==> src/rtl/uart_rx_cfg.sv <==
// UART receiver: configurable width/parity/stop bits, majority-vote sampling, break detection and a FWFT output FIFO.
// States: IDLE wait for edge | START verify start bit | DATA shift bits | PARITY check | STOP check and push | BRK wait for line high
module uart_rx_cfg #(
    parameter int CLK_F      = 50000000,
    parameter int UART_B     = 9600,
    parameter int DATA_BITS  = 8,
    parameter int PARITY     = 0,
    parameter int STOP_BITS  = 1,
    parameter int FIFO_DEPTH = 4
) (
    input  logic                          clk,
    input  logic                          rst_n,
    input  logic                          rx,
    output logic [DATA_BITS-1:0]          m_data,
    output logic                          m_perr,
    output logic                          m_ferr,
    output logic                          m_valid,
    input  logic                          m_ready,
    output logic                          overrun,
    output logic                          break_det,
    output logic [$clog2(FIFO_DEPTH):0]   fifo_level
);
    localparam int BAUD_CNT_MAX = CLK_F / UART_B;
    localparam int CW = $clog2(BAUD_CNT_MAX);
    localparam int AW = $clog2(FIFO_DEPTH);
    localparam int LW = AW + 1;
    localparam int WW = DATA_BITS + 2;
    localparam logic [CW-1:0] SAMPLE_PT = CW'(BAUD_CNT_MAX / 2);
    localparam logic [CW-1:0] BIT_END   = CW'(BAUD_CNT_MAX - 1);
    localparam logic          PAR_ODD   = (PARITY == 1);

    typedef enum logic [2:0] {S_IDLE, S_START, S_DATA, S_PARITY, S_STOP, S_BRK} state_t;

    state_t                state;
    logic                  rx_s1, rx_s2;
    logic [2:0]            hist;
    logic                  smp, fall;
    logic [CW-1:0]         cnt;
    logic [3:0]            bit_idx;
    logic                  stop_idx;
    logic [DATA_BITS-1:0]  shreg;
    logic                  perr, ferr, par_smp;
    logic                  at_smp, at_end, last_stop, ferr_final, is_break, push;
    logic [WW-1:0]         push_word;

    logic [WW-1:0]         mem [FIFO_DEPTH];
    logic [LW-1:0]         wr_ptr, rd_ptr;
    logic                  full, empty, pop, do_push;
    logic [WW-1:0]         head;

    always_ff @(posedge clk) begin
        if (!rst_n) begin
            rx_s1 <= 1'b1;
            rx_s2 <= 1'b1;
            hist  <= 3'b111;
        end else begin
            rx_s1 <= rx;
            rx_s2 <= rx_s1;
            hist  <= {hist[1:0], rx_s2};
        end
    end

    always_comb begin
        smp        = (hist[0] & hist[1]) | (hist[0] & hist[2]) | (hist[1] & hist[2]);
        fall       = hist[0] & ~rx_s2;
        at_smp     = (cnt == SAMPLE_PT);
        at_end     = (cnt == BIT_END);
        last_stop  = (state == S_STOP) && at_smp && (stop_idx == 1'(STOP_BITS - 1));
        ferr_final = ferr | ~smp;
        is_break   = (shreg == '0) && !par_smp && ferr_final;
        push       = last_stop && !is_break;
        push_word  = {perr, ferr_final, shreg};
    end

    always_ff @(posedge clk) begin
        if (!rst_n) begin
            state     <= S_IDLE;
            cnt       <= '0;
            bit_idx   <= '0;
            stop_idx  <= 1'b0;
            shreg     <= '0;
            perr      <= 1'b0;
            ferr      <= 1'b0;
            par_smp   <= 1'b0;
            break_det <= 1'b0;
        end else begin
            break_det <= 1'b0;
            if (state != S_IDLE)
                cnt <= at_end ? '0 : cnt + 1'b1;
            case (state)
                S_IDLE: begin
                    if (fall) begin
                        cnt      <= '0;
                        bit_idx  <= '0;
                        stop_idx <= 1'b0;
                        perr     <= 1'b0;
                        ferr     <= 1'b0;
                        par_smp  <= 1'b0;
                        state    <= S_START;
                    end
                end
                S_START: begin
                    if (at_smp && smp)
                        state <= S_IDLE;
                    else if (at_end)
                        state <= S_DATA;
                end
                S_DATA: begin
                    if (at_smp) begin
                        shreg   <= {smp, shreg[DATA_BITS-1:1]};
                        bit_idx <= bit_idx + 1'b1;
                    end
                    if (at_end && bit_idx == 4'(DATA_BITS))
                        state <= (PARITY != 0) ? S_PARITY : S_STOP;
                end
                S_PARITY: begin
                    if (at_smp) begin
                        perr    <= ((^shreg) ^ smp) != PAR_ODD;
                        par_smp <= smp;
                    end
                    if (at_end)
                        state <= S_STOP;
                end
                S_STOP: begin
                    // frame closes at the last stop sample so the next start edge is caught early
                    if (last_stop) begin
                        if (is_break) begin
                            break_det <= 1'b1;
                            state     <= S_BRK;
                        end else begin
                            state <= S_IDLE;
                        end
                    end else if (at_smp) begin
                        ferr <= ferr_final;
                    end
                    if (at_end)
                        stop_idx <= 1'b1;
                end
                S_BRK: begin
                    if (rx_s2)
                        state <= S_IDLE;
                end
                default: state <= S_IDLE;
            endcase
        end
    end

    always_comb begin
        empty   = (wr_ptr == rd_ptr);
        full    = (wr_ptr[AW] != rd_ptr[AW]) && (wr_ptr[AW-1:0] == rd_ptr[AW-1:0]);
        pop     = !empty && m_ready;
        do_push = push && (!full || pop);
        head    = mem[rd_ptr[AW-1:0]];
    end

    always_ff @(posedge clk) begin
        if (!rst_n) begin
            wr_ptr  <= '0;
            rd_ptr  <= '0;
            overrun <= 1'b0;
            for (int i = 0; i < FIFO_DEPTH; i++)
                mem[i] <= '0;
        end else begin
            overrun <= push && full && !pop;
            if (do_push) begin
                mem[wr_ptr[AW-1:0]] <= push_word;
                wr_ptr <= wr_ptr + 1'b1;
            end
            if (pop)
                rd_ptr <= rd_ptr + 1'b1;
        end
    end

    assign m_valid    = !empty;
    assign m_data     = head[DATA_BITS-1:0];
    assign m_ferr     = head[DATA_BITS];
    assign m_perr     = head[DATA_BITS+1];
    assign fifo_level = wr_ptr - rd_ptr;

endmodule

==> config.mk <==
export PLATFORM = sky130hd
export DESIGN_NAME = uart_rx_cfg
export DESIGN_NICKNAME = d
export VERILOG_FILES = /design/src/rtl/uart_rx_cfg.sv
export SDC_FILE = /design/constraint.sdc
export NUM_CORES = 1
export LEC_CHECK = 0
export ABC_AREA = 1
export CAP_MARGIN = 20
export CORE_UTILIZATION = 35
export CTS_CLUSTER_SIZE = 40
export DETAILED_ROUTE_END_ITERATION = 7
export GPL_TIMING_DRIVEN = 1
export PLACE_DENSITY = 0.48
export SYNTH_ARGS = -nofsm -noshare
export SYNTH_HDL_FRONTEND = slang
export SYNTH_SLANG_ARGS = --single-unit
==> constraint.sdc <==
create_clock -name clk -period 2.4 [get_ports clk]
set_input_delay 0.48 -clock clk [delete_from_list [all_inputs] [get_ports clk]]
set_output_delay 0.48 -clock clk [all_outputs]
set_load 0.02 [all_outputs]
==> results of run 1 <==
[timing repair]
action,CTS,global route
setup endpoints to repair,12,8
gates resized for setup,8,8
endpoints found under the hold margin,0,0
[state kept, by name, indices dropped and copies added, names as in the netlist, named ones only]
signal and count:
state 3, ferr 1, rx_s1 1, overrun 1
stop_idx 1, bit_idx 4, rd_ptr 3, hist 3
wr_ptr 3, break_det 1, par_smp 1, shreg 8
mem 40, cnt 13, rx_s2 1, perr 1
[layout make-up]
| class | instances | share of cell area [%] |
|---|---|---|
| Timing Repair Buffer | 35 | 6.48 |
| Sequential cell | 87 | 43.2 |
| Multi-Input combinational cell | 345 | 35.9 |
| Tap cell | 143 | 3.61 |
| Clock inverter | 6 | 1.51 |
| Inverter | 58 | 4.49 |
| Clock buffer | 10 | 4.82 |
[kinds of logic (layout without fill, tap and decap cells)]
group           count (synthesis)  after routing  synth area share, %
xor+xnor                        9              9                 1.86
compound gates                 78             78                 10.2
buf+inv                        73            109                 7.39
fa+ha+maj                      13             13                 4.02
flops                          87             87                 50.6
simple gates                  245            245                 25.9
[Yosys cell counts (3+ instances only)]
cell type / n
nor2_4: 4
o22ai_1: 10
inv_1: 54
buf_6: 4
clkbuf_1: 10
xnor2_1: 3
a211oi_1: 8
ha_1: 12
dfxtp_1: 47
inv_2: 3
nor3_1: 6
nand3_1: 25
xor2_1: 6
a21oi_1: 23
nand4_1: 10
or2_2: 4
nor2_1: 103
nand2_1: 84
o21ai_0: 33
edfxtp_1: 40
nand3_2: 4
[critical path: cells and delay by family (launching register included)]
kind | cells | cell delay [ps]
xor+xnor | 1 | 160
fa+ha+maj | 2 | 590
buf+inv | 2 | 390
flops | 1 | 370
[final timing paths]
kind,startpoint,end,slack [ps]
max,wr_ptr[0],fifo_level[2],70
min,rx_s1,rx_s2,410
max reg2reg,cnt[0],mem[2][9],220
min reg2reg,rx_s1,rx_s2,410
[metrics by stage]
| step | instance area (µm²) | util (%) |
|---|---|---|
| 2_1_floorplan | 4240 | - |
| 3_3_place_gp | 4630 | 39.9 |
| 3_5_place_dp | 4630 | 39.9 |
| 4_1_cts | 4940 | 42.5 |
| 5_1_grt | 4960 | 42.7 |
| 6_report | 4960 | 42.7 |
[routing by layer]
metal / vias to the layer above / part of all wire, %
li1: 1736 / -
met2: 35 / 49
met1: 1565 / 47
met3: 12 / 2.6
met5: - / 0
met4: 0 / 1.8
[power breakdown]
| group | internal [µW] | switching, µW |
|---|---|---|
| clock network | 852 | 624 |
| logic | 334 | 764 |
| registers | 1640 | 77.0 |
| total | 2820 | 1460 |
==> results.ini, run 1 <==
[layout]
diodes = 0
final_common_cell = nor2_1
n_fill_cell = 1171
area_delta_synth_final_pct = 17.1
fin_nets = 553
final_layout_size_suffix_gt1_share_pct = 10.4
seq_area_mm2 = 0.00214
stdcell_count = 684
mostFrequentLayoutCells = nor2_1 (103), nand2_1 (84), inv_1 (52)
multi_input_area_mm2 = 0.00178

[critical_path]
crit_path_max_incr_delay_ps = 380
crit_path_start_kind = flip-flop
cp_data_required_time_ps = 1920
worst_r2r_path_depth = 12
slowest_stage = fa_1
worstPathCellList = inv_1 -> ha_1 -> fa_1 -> xor2_1 -> clkdlybuf4s15_1
path_class = reg -> out
crit_path_end_kind = output pin
crit_arrival_ps = 1850
critPathMaxFanout = 3

[clock_network]
h-tree-depth = 3
post_cts_buffers = 0
cts_buffers = 9
clk_pin_slew_worst_paths_ps = 60
cts.sinks = 87
cts_tree = done
root_buffer = clkbuf_16
clk-insertion-delay-late_ps = 350
cts.path.max_buffers = 2
cts_hold_buf = 0

[die]
num_rows = 39
die_h_um = 112
die_w_um = 112
core_mm2 = 0.0116
design.die.area_mm2 = 0.0125
io_pins = 20
start_util_pct = 36.5

[placement]
port_buffers = 19
gp_congestion = 0.789
hpwl_um = 6640
pre_cts_ws_ps = 129
place_inst = 668

[global_route]
use_met2_pct = 28.0
grt_max_degree = 25
grt_pass1_vias = 3354
grt_antenna_before_repair = 0
grtUsageTotal_pct = 16.4
grt_overflow = 0
use_met3_pct = 3.54
met1_usage_pct = 20.0
grt_pass1_wl_um = 16100
top_usage_layer = met2

[detailed_routing]
drt_wl_total_um = 9310
drtAntennaViolNets = 0
vias = 3348
viasPerCell = 4.89
avgRoutedWirePerCell_um = 13.6
first_pass_iters = 6
drt_iter0_drc = 192
drc = 3

[synthesis]
synth-main-ff-cell = dfxtp_1
synth_edf_count = 40
seq_area_frac_synth_pct = 50.6
ys_ff_latch = 87
ys_types = 31
synth_nets = 522
syn-instance-count = 505
synth_top_cell_by_area = edfxtp_1
synth_top_area_share_pct = 28.4
syn_avg_cell_area_um2 = 8.39
synth_area_leaders = edfxtp_1 (28%), dfxtp_1 (22%), nor2_1 (9.1%), nand2_1 (7.4%), inv_1 (4.8%)
syn_area_mm2 = 0.00424
ys_warn_count = 0
synthArstFlopShare_pct = 0

[sta]
finalCritPeriodShare_pct = 97.1
final.setup.tns_ps = 0
worst_hold_slack_ps = 414
hold_viol_final = 0
fin_crit_ps = 2330
fin_ws_ps = 69.4
rsz0062_at_grt = no
setup_viol = 0
clock.fmax_mhz = 429
max_slew_margin_pct = 69.1
tightest_slew_ps = 463
fin_worst_skew_ps = 5.52
slew_violations = 0

[power_and_ir_drop]
power_density_mw_per_mm2 = 865
peakVddDrop_mv = 0.426
power_uw = 4290
p_leak_uw = 0.00200

[flow_run]
max-cap-violations = 0

[run_status]
violations = DRC
status = finished with violations

[worst_hold_path]
hold_depth = 1
holdCritPathClass = reg -> reg

Note: power is estimated with default switching activity, not from simulation.
==> run 2: changes to the inputs <==
CTS_CLUSTER_DIAMETER = 40   (was default)
==> results of run 2 <==
The final DEF is identical to that of run 1; final timing and power are the same.
